**config.mk**
```make
export PLATFORM = sky130hd
export DESIGN_NAME = fb_rect_writer_flat
export DESIGN_NICKNAME = d
export VERILOG_FILES = /design/src/rtl/fb_pkg.sv /design/src/rtl/fb_rect_writer_if.sv /design/src/rtl/fb_lane_mask.sv /design/src/rtl/fb_rect_writer.sv /design/src/flat_wrapper.sv
export SDC_FILE = /design/constraint.sdc
export NUM_CORES = 1
export LEC_CHECK = 0
export BUFFER_PORTS_ARGS = -buffer_cell sky130_fd_sc_hd__buf_2
export CORE_MARGIN = 2
export CORE_UTILIZATION = 29
export DETAILED_ROUTE_END_ITERATION = 6
export HOLD_SLACK_MARGIN = 0.05
export PLACE_DENSITY = 0.56
export SLEW_MARGIN = 10
export SYNTH_ARGS = -nofsm -noshare
export SYNTH_HDL_FRONTEND = slang
export SYNTH_HIERARCHICAL = 1
export SYNTH_SLANG_ARGS = --single-unit
export TNS_END_PERCENT = 50
```
**constraint.sdc**
```tcl
create_clock -name gpu_clk_i -period 6.46 [get_ports gpu_clk_i]
set_input_delay 0.646 -clock gpu_clk_i [delete_from_list [all_inputs] [get_ports gpu_clk_i]]
set_output_delay 0.646 -clock gpu_clk_i [all_outputs]
set_load 0.05 [all_outputs]
```
**src/rtl/fb_pkg.sv**
```systemverilog
// Shared definitions for the framebuffer rectangle writer.
//   FB_WIDTH / FB_HEIGHT : default framebuffer geometry in pixels
//   PIXELS_PER_WORD      : 8-bit palette indices packed per 32-bit BRAM word
//   WORDS_PER_ROW        : BRAM words spanning one framebuffer row
//   state_e              : writer FSM states
//   cmd_t                : one latched rectangle-fill command
package fb_pkg;

  localparam int FB_WIDTH        = 400;
  localparam int FB_HEIGHT       = 300;
  localparam int PIXELS_PER_WORD = 4;
  localparam int WORDS_PER_ROW   = FB_WIDTH / PIXELS_PER_WORD;

  typedef enum logic [1:0] {
    ST_IDLE,
    ST_SETUP,
    ST_WRITE,
    ST_DONE
  } state_e;

  typedef struct packed {
    logic [15:0] x;
    logic [15:0] y;
    logic [15:0] w;
    logic [15:0] h;
    logic [7:0]  color;
  } cmd_t;

endpackage

```
**src/rtl/fb_rect_writer_if.sv**
```systemverilog
// Command handshake and BRAM write bus of the rectangle writer.
// Signal suffixes are seen from the writer: _i enters it, _o leaves it.
//   slave  : the writer itself (takes commands, drives the BRAM port)
//   master : the command source / BRAM side (a testbench or a GPU top level)
interface fb_rect_writer_if #(
  parameter int BRAM_ADDR_BITS = 32,
  parameter int BRAM_DATA_BITS = 32
);

  logic                        cmd_valid_i;
  logic                        cmd_ready_o;
  logic [15:0]                 cmd_x_i;
  logic [15:0]                 cmd_y_i;
  logic [15:0]                 cmd_w_i;
  logic [15:0]                 cmd_h_i;
  logic [7:0]                  cmd_color_i;
  logic                        busy_o;
  logic                        done_o;
  logic                        bram_clk_o;
  logic                        bram_rst_o;
  logic                        bram_en_o;
  logic [BRAM_ADDR_BITS-1:0]   bram_addr_o;
  logic [BRAM_DATA_BITS-1:0]   bram_din_o;
  logic [BRAM_DATA_BITS/8-1:0] bram_we_o;
  logic [BRAM_DATA_BITS-1:0]   bram_dout_i;

  modport slave (
    input  cmd_valid_i, cmd_x_i, cmd_y_i, cmd_w_i, cmd_h_i, cmd_color_i,
    input  bram_dout_i,
    output cmd_ready_o, busy_o, done_o,
    output bram_clk_o, bram_rst_o, bram_en_o, bram_addr_o, bram_din_o, bram_we_o
  );

  modport master (
    output cmd_valid_i, cmd_x_i, cmd_y_i, cmd_w_i, cmd_h_i, cmd_color_i,
    output bram_dout_i,
    input  cmd_ready_o, busy_o, done_o,
    input  bram_clk_o, bram_rst_o, bram_en_o, bram_addr_o, bram_din_o, bram_we_o
  );

endinterface

```
**src/rtl/fb_lane_mask.sv**
```systemverilog
// Byte-lane write enables for one BRAM word of a clipped rectangle row.
//   word_i       : word index within the row being written
//   first_word_i : first word of the row span (holds pixel x0)
//   last_word_i  : last word of the row span (holds pixel x1-1)
//   x0_lo_i      : x0[1:0], first covered lane of the first word
//   x1m1_lo_i    : (x1-1)[1:0], last covered lane of the last word
//   we_o         : lane i enabled iff pixel 4*word+i lies in [x0, x1)
module fb_lane_mask
  import fb_pkg::*;
(
  input  logic [15:0]                word_i,
  input  logic [15:0]                first_word_i,
  input  logic [15:0]                last_word_i,
  input  logic [1:0]                 x0_lo_i,
  input  logic [1:0]                 x1m1_lo_i,
  output logic [PIXELS_PER_WORD-1:0] we_o
);

  logic is_first;
  logic is_last;

  assign is_first = (word_i == first_word_i);
  assign is_last  = (word_i == last_word_i);

  // A single-word span has both edge rules applied at once.
  for (genvar gi = 0; gi < PIXELS_PER_WORD; gi++) begin : g_lane
    assign we_o[gi] = !(is_first && (2'(gi) < x0_lo_i)) &&
                      !(is_last  && (2'(gi) > x1m1_lo_i));
  end

endmodule

```
**src/rtl/fb_rect_writer.sv**
```systemverilog
// Rectangle-fill producer for the framebuffer BRAM.
// Accepts one command at a time, clips it to the framebuffer, then writes one
// 32-bit word (4 palette indices) per cycle row-major using byte enables.
//   gpu_clk_i : clock (forwarded on bus.bram_clk_o)
//   reset_i   : asynchronous active-high reset (forwarded on bus.bram_rst_o)
//   bus       : command handshake, status (busy/done) and BRAM write port
module fb_rect_writer #(
  parameter int FB_WIDTH       = fb_pkg::FB_WIDTH,
  parameter int FB_HEIGHT      = fb_pkg::FB_HEIGHT,
  parameter int PALETTE_LENGTH = 256,
  parameter int BRAM_ADDR_BITS = 32,
  parameter int BRAM_DATA_BITS = 32,
  parameter logic [BRAM_ADDR_BITS-1:0] BASE_ADDR = '0
) (
  input  logic           gpu_clk_i,
  input  logic           reset_i,
  fb_rect_writer_if.slave bus
);
  import fb_pkg::*;

  localparam int          WPR    = FB_WIDTH / PIXELS_PER_WORD;
  localparam logic [16:0] FB_W17 = 17'(FB_WIDTH);
  localparam logic [16:0] FB_H17 = 17'(FB_HEIGHT);

  // Geometry the datapath relies on: one pixel per byte lane, whole words per row.
  if (BRAM_DATA_BITS != 32 || $clog2(PALETTE_LENGTH) != 8 ||
      (FB_WIDTH % PIXELS_PER_WORD) != 0) begin : g_bad_params
    $error("fb_rect_writer: unsupported parameter combination");
  end

  state_e      state_q,      state_d;
  cmd_t        cmd_q,        cmd_d;
  logic [15:0] word_q,       word_d;
  logic [15:0] first_word_q, first_word_d;
  logic [15:0] last_word_q,  last_word_d;
  logic [1:0]  x1m1_lo_q,    x1m1_lo_d;
  logic [15:0] y_q,          y_d;
  logic [16:0] y1_q,         y1_d;
  logic [31:0] row_base_q,   row_base_d;

  logic [16:0] x_end, y_end, x1, y1, x1m1;
  logic        rect_empty;
  logic        row_end;
  logic        last_row;
  logic [PIXELS_PER_WORD-1:0] lane_we;
  logic [BRAM_ADDR_BITS-1:0]  word_index;
  logic [BRAM_DATA_BITS-1:0]  unused_dout;

  assign unused_dout = bus.bram_dout_i;

  // Clipping is done in 17 bits so x0+w / y0+h can never wrap.
  always_comb begin
    x_end      = {1'b0, cmd_q.x} + {1'b0, cmd_q.w};
    y_end      = {1'b0, cmd_q.y} + {1'b0, cmd_q.h};
    x1         = (x_end > FB_W17) ? FB_W17 : x_end;
    y1         = (y_end > FB_H17) ? FB_H17 : y_end;
    x1m1       = x1 - 17'd1;
    rect_empty = (cmd_q.w == 16'd0) || (cmd_q.h == 16'd0) ||
                 ({1'b0, cmd_q.x} >= FB_W17) || ({1'b0, cmd_q.y} >= FB_H17);
  end

  assign row_end  = (word_q == last_word_q);
  assign last_row = (({1'b0, y_q} + 17'd1) == y1_q);

  fb_lane_mask u_lane_mask (
    .word_i       (word_q),
    .first_word_i (first_word_q),
    .last_word_i  (last_word_q),
    .x0_lo_i      (cmd_q.x[1:0]),
    .x1m1_lo_i    (x1m1_lo_q),
    .we_o         (lane_we)
  );

  // Next-state and datapath updates.
  always_comb begin
    state_d      = state_q;
    cmd_d        = cmd_q;
    word_d       = word_q;
    first_word_d = first_word_q;
    last_word_d  = last_word_q;
    x1m1_lo_d    = x1m1_lo_q;
    y_d          = y_q;
    y1_d         = y1_q;
    row_base_d   = row_base_q;

    unique case (state_q)
      ST_IDLE: begin
        if (bus.cmd_valid_i) begin
          cmd_d.x     = bus.cmd_x_i;
          cmd_d.y     = bus.cmd_y_i;
          cmd_d.w     = bus.cmd_w_i;
          cmd_d.h     = bus.cmd_h_i;
          cmd_d.color = bus.cmd_color_i;
          state_d     = ST_SETUP;
        end
      end
      ST_SETUP: begin
        if (rect_empty) begin
          state_d = ST_DONE;
        end else begin
          first_word_d = {2'b00, cmd_q.x[15:2]};
          word_d       = {2'b00, cmd_q.x[15:2]};
          last_word_d  = {1'b0, x1m1[16:2]};
          x1m1_lo_d    = x1m1[1:0];
          y_d          = cmd_q.y;
          y1_d         = y1;
          // The only multiply; later rows step by WPR.
          row_base_d   = 32'(cmd_q.y) * 32'(WPR);
          state_d      = ST_WRITE;
        end
      end
      ST_WRITE: begin
        if (row_end) begin
          if (last_row) begin
            state_d = ST_DONE;
          end else begin
            y_d        = y_q + 16'd1;
            word_d     = first_word_q;
            row_base_d = row_base_q + 32'(WPR);
          end
        end else begin
          word_d = word_q + 16'd1;
        end
      end
      ST_DONE: begin
        state_d = ST_IDLE;
      end
      default: begin
        state_d = ST_IDLE;
      end
    endcase
  end

  assign word_index = BRAM_ADDR_BITS'(row_base_q + 32'(word_q));

  // Outputs decode straight from registered state so an asserted reset
  // silences the BRAM port without waiting for a clock edge.
  always_comb begin
    bus.cmd_ready_o = (state_q == ST_IDLE) && !reset_i;
    bus.busy_o      = (state_q != ST_IDLE);
    bus.done_o      = (state_q == ST_DONE);
    bus.bram_en_o   = 1'b0;
    bus.bram_addr_o = '0;
    bus.bram_din_o  = '0;
    bus.bram_we_o   = '0;
    if (state_q == ST_WRITE) begin
      bus.bram_en_o   = 1'b1;
      bus.bram_addr_o = BASE_ADDR + (word_index << 2);
      bus.bram_din_o  = BRAM_DATA_BITS'({PIXELS_PER_WORD{cmd_q.color}});
      bus.bram_we_o   = lane_we;
    end
  end

  assign bus.bram_clk_o = gpu_clk_i;
  assign bus.bram_rst_o = reset_i;

  always_ff @(posedge gpu_clk_i or posedge reset_i) begin
    if (reset_i) begin
      state_q      <= ST_IDLE;
      cmd_q        <= '0;
      word_q       <= '0;
      first_word_q <= '0;
      last_word_q  <= '0;
      x1m1_lo_q    <= '0;
      y_q          <= '0;
      y1_q         <= '0;
      row_base_q   <= '0;
    end else begin
      state_q      <= state_d;
      cmd_q        <= cmd_d;
      word_q       <= word_d;
      first_word_q <= first_word_d;
      last_word_q  <= last_word_d;
      x1m1_lo_q    <= x1m1_lo_d;
      y_q          <= y_d;
      y1_q         <= y1_d;
      row_base_q   <= row_base_d;
    end
  end

endmodule

```
**src/flat_wrapper.sv**
```systemverilog
// flat-port wrapper written by rule: the top's interface ports become plain ports
module fb_rect_writer_flat import fb_pkg::*;
#(
  parameter int FB_WIDTH       = fb_pkg::FB_WIDTH,
  parameter int FB_HEIGHT      = fb_pkg::FB_HEIGHT,
  parameter int PALETTE_LENGTH = 256,
  parameter int BRAM_ADDR_BITS = 32,
  parameter int BRAM_DATA_BITS = 32,
  parameter logic [BRAM_ADDR_BITS-1:0] BASE_ADDR = '0
)
  (gpu_clk_i, reset_i, bus_cmd_valid_i, bus_cmd_x_i, bus_cmd_y_i, bus_cmd_w_i, bus_cmd_h_i, bus_cmd_color_i, bus_bram_dout_i, bus_cmd_ready_o, bus_busy_o, bus_done_o, bus_bram_clk_o, bus_bram_rst_o, bus_bram_en_o, bus_bram_addr_o, bus_bram_din_o, bus_bram_we_o);
  fb_rect_writer_if #(.BRAM_ADDR_BITS(BRAM_ADDR_BITS), .BRAM_DATA_BITS(BRAM_DATA_BITS)) bus_i ();
  input  logic gpu_clk_i;
  input  logic reset_i;
  input wire logic [$bits(bus_i.cmd_valid_i)-1:0] bus_cmd_valid_i;
  input wire logic [$bits(bus_i.cmd_x_i)-1:0] bus_cmd_x_i;
  input wire logic [$bits(bus_i.cmd_y_i)-1:0] bus_cmd_y_i;
  input wire logic [$bits(bus_i.cmd_w_i)-1:0] bus_cmd_w_i;
  input wire logic [$bits(bus_i.cmd_h_i)-1:0] bus_cmd_h_i;
  input wire logic [$bits(bus_i.cmd_color_i)-1:0] bus_cmd_color_i;
  input wire logic [$bits(bus_i.bram_dout_i)-1:0] bus_bram_dout_i;
  output wire logic [$bits(bus_i.cmd_ready_o)-1:0] bus_cmd_ready_o;
  output wire logic [$bits(bus_i.busy_o)-1:0] bus_busy_o;
  output wire logic [$bits(bus_i.done_o)-1:0] bus_done_o;
  output wire logic [$bits(bus_i.bram_clk_o)-1:0] bus_bram_clk_o;
  output wire logic [$bits(bus_i.bram_rst_o)-1:0] bus_bram_rst_o;
  output wire logic [$bits(bus_i.bram_en_o)-1:0] bus_bram_en_o;
  output wire logic [$bits(bus_i.bram_addr_o)-1:0] bus_bram_addr_o;
  output wire logic [$bits(bus_i.bram_din_o)-1:0] bus_bram_din_o;
  output wire logic [$bits(bus_i.bram_we_o)-1:0] bus_bram_we_o;
  assign bus_i.cmd_valid_i = bus_cmd_valid_i;
  assign bus_i.cmd_x_i = bus_cmd_x_i;
  assign bus_i.cmd_y_i = bus_cmd_y_i;
  assign bus_i.cmd_w_i = bus_cmd_w_i;
  assign bus_i.cmd_h_i = bus_cmd_h_i;
  assign bus_i.cmd_color_i = bus_cmd_color_i;
  assign bus_i.bram_dout_i = bus_bram_dout_i;
  assign bus_cmd_ready_o = bus_i.cmd_ready_o;
  assign bus_busy_o = bus_i.busy_o;
  assign bus_done_o = bus_i.done_o;
  assign bus_bram_clk_o = bus_i.bram_clk_o;
  assign bus_bram_rst_o = bus_i.bram_rst_o;
  assign bus_bram_en_o = bus_i.bram_en_o;
  assign bus_bram_addr_o = bus_i.bram_addr_o;
  assign bus_bram_din_o = bus_i.bram_din_o;
  assign bus_bram_we_o = bus_i.bram_we_o;
  fb_rect_writer #(.FB_WIDTH(FB_WIDTH), .FB_HEIGHT(FB_HEIGHT), .PALETTE_LENGTH(PALETTE_LENGTH), .BRAM_ADDR_BITS(BRAM_ADDR_BITS), .BRAM_DATA_BITS(BRAM_DATA_BITS), .BASE_ADDR(BASE_ADDR)) u_core (.gpu_clk_i(gpu_clk_i), .reset_i(reset_i), .bus(bus_i));
endmodule
```
Yosys cells after proc, flatten, opt, wreduce, memory -nomap -nowiden
Cells that the tools add are included.

Add/sub/neg operators: 8. Order comparisons: 12. Bitwise operators: 1. Equal/unequal tests: 12. Reduce and logical (&&, ||, !) cells: 35. Mux-type cells: 23. Multiply operators: 1.

Operator list (count): $mux 32 (5); $mux 16 (6); $pmux 16 s2 (2); $pmux 32 s2 (1); $add 16x16->17 (2); $gt 17x9->1 const B (2); $mux 17 (2); $add 16x1->16 const B (2); $add 32x7->32 const B (1); $ge 16x9->1 const B (2); $logic_not 16->1 (2); $add 30x16->30 (1); $mul 16x5->21 const B (1); $add 16x1->17 const B (1); $eq 17x17->1 (1); $sub 17x1->17 const B (1); $eq 16x14->1 (1); $eq 16x15->1 (1); $logic_and 1x1->1 (13); $logic_not 1->1 (9); $ne 2x2->1 const B (4); $pmux 2 s4 (1); $mux 2 (3); $reduce_and 3->1 (2); 16 further kinds (26).

Word-level logic and storage cells: 105. Output and inout port bits: 74. Flip-flop bits (word level): 186.

Depth between registers and ports, before layout
Depth in word-level cells: 6. Gate-level depth with buffers: 16. Gate-level depth less buffers: 16.

Hierarchy
The synthesis kept the hierarchy.

Modules (own cells, without submodules): fb_rect_writer (cells an instance 1554, sequential area each 4554.4 um^2, area each 14027.2 um^2, times used 1); fb_lane_mask (cells an instance 49, sequential area each 0.0 um^2, area each 391.6 um^2, times used 1).

==> summary.txt <==
Synthesis
  – Yosys cell types: 90
  – Dominant combinational cell family by area after synthesis: simple AND/OR/NAND/NOR gates
  – Mux cell area share after synthesis: 6.92%
  – Synth Area in Simple Gates: 17.8%
  – Ranking of synthesized cells by area: dfrtp_1 (32%), ha_1 (10%), mux2_2 (6.1%)
  – Register bit count reported by yosys: 182
  – Top FF cell, synth: dfrtp_1
  – Post-Synth XOR/XNOR Area: 7.64%
  – EDFF count, synth: 0
  – Sequential area share after synthesis: 31.6%
  – Post-synthesis async set-or-reset flop share: 100%
  – Synth Area in Compound Gates: 17.8%
  – Yosys top cell by area: dfrtp_1
  – Synth Area in Adders: 12.0%
  – Syn Std Cell Area: 0.0144 sq mm
  – Syn_area_per_cell: 8.99 sq um
  – Cells after synthesis: 1603
  – Yosys top cell area share: 31.6%
  – YS warnings: 6

Critical path
  – Worst setup EP type: output port
  – Worst EP required: 5.81 ns
  – Critical path cell sequence: ha_1, a21oi_1, nor2_1, nor4_1, nor3_1, o211ai_1, a21oi_1, a21oi_1, a31o_2, buf_2
  – Setup crit start kind: register
  – WS Path Type: reg2out
  – CP max stage delay: 0.63 ns
  – Critical path fanouts, max: 10
  – CP max stage cell: nor4_1
  – Arr. time, crit path: 4.24 ns
  – Top cell by count, worst path: a21oi_1

Timing
  – Final worst slack: 1.57 ns
  – Max Slew Vio Count: 0
  – Relative slew slack: 36.1%
  – Clock Skews: 0.0219 ns
  – FMAX: 205 MHz
  – Slew @ Worst Pin: 0.958 ns
  – RSZ-0062 raised after global routing: false
  – Setup tns final: 0 ns
  – Final min period: 4.89 ns
  – Fin. Hold Viols: 0
  – Final Cycle Share: 75.6%
  – # setup viols final: 0
  – Fin Hold WS: 0.123 ns

Route
  – Routed WL: 42.5 mm
  – Drt initial violations: 809
  – Met3 routed WL: 2.47 mm
  – Vias per cell: 5.32
  – Drt drc: 0
  – Top routing layer used: met4
  – M1 wire length: 20.6 mm
  – Per-cell routed wire length: 18.0 um
  – Routed Antenna Nets: 0
  – Via count: 12600
  – Pre-Repair DR Iteration Count: 6
  – Routed wl met2: 18.7 mm

Final layout
  – Area grow syn2layout: 12.9%
  – Final Util: 33.2%
  – Fraction of layout cells with a size suffix above 1: 18.3%
  – Antenna cells: 0
  – NumNets Final: 1925

Global route
  – Largest net degree at the start of global routing: 74
  – Initial antenna violation count: 1
  – First-pass GRT wire length: 67.6 mm
  – Number of global-route vias before repair: 12200
  – Remaining Overflow, GRT: 0
  – All-layer global routing usage: 16.8%

Die
  – Row count: 81
  – Die Width: 227 um
  – Area of the die: 0.0515 sq mm
  – I/O pins: 181
  – Total core area: 0.0491 sq mm
  – Initial Util: 29.4%
  – Die Y: 227 um

Clocking
  – Cts hold-fix bufs: 0
  – Worst-path clk slew: 0.08 ns
  – CTS tree: done
  – Post-CTS Resized: 0
  – Post-CTS setup buffers: 0
  – Later-pin clock latency in the skew report: 0.58 ns

Placement
  – Post-Place Worst Slack: 1.91 ns
  – GP Congestion: 0.886
  – Hpwl dp: 31.5 mm
  – IO Port Bufs: 146

Min path
  – Worst hold-check path type: in2async

Run status
  – Status: finished clean

Flow run
  – Max Cap Viol: 0
## synth_stat cells, types with 23 or more instances
cell and instances:
xnor2_1 84, o22ai_1 26, nand2_1 120, inv_1 99, nand4_1 34, o21ai_0 49
nor3_1 43, mux2_2 78, dfrtp_1 182, clkbuf_1 57, buf_4 29, xor2_1 40
and2_1 35, a21oi_1 80, nand3_1 35, nor2_1 116, nor4_1 25, a211oi_1 23
ha_1 118
## area by class of cell
| cell class | instances | area [sq um] |
|---|---|---|
| fillers | 5162 | 32800 |
| multi-input cells | 1221 | 9020 |
| flip-flops and latches | 182 | 4550 |
| repair buffers | 161 | 846 |
| well taps | 664 | 831 |
| clock buffers | 22 | 509 |
| inverters | 100 | 380 |
| clock inverters | 14 | 145 |
## final timing paths
kind / start / endpoint / slack [ns] / depth (start not counted)
setup / recovery: u_core/word_q[3] / bus_bram_addr_o[26] / 1.57 / 10
hold / removal: reset_i / u_core/cmd_q[5] / 0.12 / 2
setup reg to reg: u_core/cmd_q[24] / u_core/last_word_q[4] / 1.87 / 16
hold reg to reg: u_core/cmd_q[6] / u_core/cmd_q[6] / 0.50 / 1
max in group asynchronous: reset_i / u_core/row_base_q[21] / 5.04 / 3
min in group gpu_clk_i: bus_cmd_color_i[7] / u_core/cmd_q[7] / 0.29 / 2
## layer usage
layer / track usage, % / vias up
met2: 25.8 / 379
li1: - / 5995
met3: 3.98 / 53
met4: 4.83 / 0
met1: 23.3 / 6149
met5: 0 / -
## layout by cell type, fill, tap and decap left out, types with 8 or more instances in the layout
| cell type | netlist | routed |
|---|---|---|
| a21oi_1 | 80 | 80 |
| o21bai_1 | 8 | 8 |
| o211ai_1 | 11 | 11 |
| o22ai_1 | 26 | 26 |
| nand2b_1 | 9 | 9 |
| clkbuf_16 | 0 | 20 |
| fa_1 | 13 | 13 |
| xor2_1 | 40 | 40 |
| nor3_1 | 43 | 43 |
| a211oi_1 | 23 | 23 |
| or2_2 | 8 | 8 |
| nand4_1 | 34 | 34 |
| o22a_1 | 9 | 9 |
| o32ai_1 | 10 | 10 |
| nand3_1 | 35 | 35 |
| dfrtp_1 | 182 | 182 |
| mux2_2 | 78 | 78 |
| or4_1 | 8 | 8 |
| nand2_1 | 120 | 119 |
| nor4_1 | 25 | 25 |
| o41ai_1 | 8 | 8 |
| o31ai_1 | 13 | 13 |
| buf_2 | 10 | 146 |
| xnor2_1 | 84 | 84 |
| nor2_1 | 116 | 115 |
| or3_1 | 9 | 9 |
| inv_1 | 99 | 98 |
| a31oi_1 | 19 | 19 |
| a21o_1 | 16 | 16 |
| and2_1 | 35 | 35 |
| buf_4 | 29 | 16 |
| o21ai_0 | 49 | 49 |
| and3_1 | 18 | 18 |
| mux2i_1 | 12 | 12 |
| o21a_1 | 12 | 12 |
| ha_1 | 118 | 117 |
| nor2b_1 | 8 | 8 |
## per-stage QoR
stage                     area [sq um]  std cells
final                            16300       2364
after global routing             16300       2364
after floorplan                  14400       1607
after detailed placement         15600       2329
after global placement           15600       2329
after CTS                        16300       2364
## cell families (layout without fill, tap and decap cells)
logic type	count (synthesis)	after routing
AND/OR/NAND/NOR	501	501
AO/OA/AOI/OAI	369	369
buffers and inverters	204	297
flip-flops	182	182
adder cells (fa/ha/maj)	131	131
XOR/XNOR	125	125
multiplexers	90	90
other	1	5
## worst max-delay path: cells and delay by family, from the launching register on
kind	cells	cell delay (ns)
buffers and inverters	1	0.25
AO/OA/AOI/OAI	5	1.53
AND/OR/NAND/NOR	3	0.95
flip-flops	1	0.60
adder cells (fa/ha/maj)	1	0.33
## state kept, by name (all words and copies together), names as in the netlist
| name | cells |
|---|---|
| u_core/cmd_q | 72 |
| u_core/state_q | 2 |
| u_core/first_word_q | 14 |
| u_core/last_word_q | 15 |
| u_core/y1_q | 17 |
| u_core/y_q | 16 |
| u_core/row_base_q | 28 |
| u_core/x1m1_lo_q | 2 |
| u_core/word_q | 16 |
Power is not shown: default switching activity piles up to over one toggle a cycle in this logic, so the estimate is an artifact.
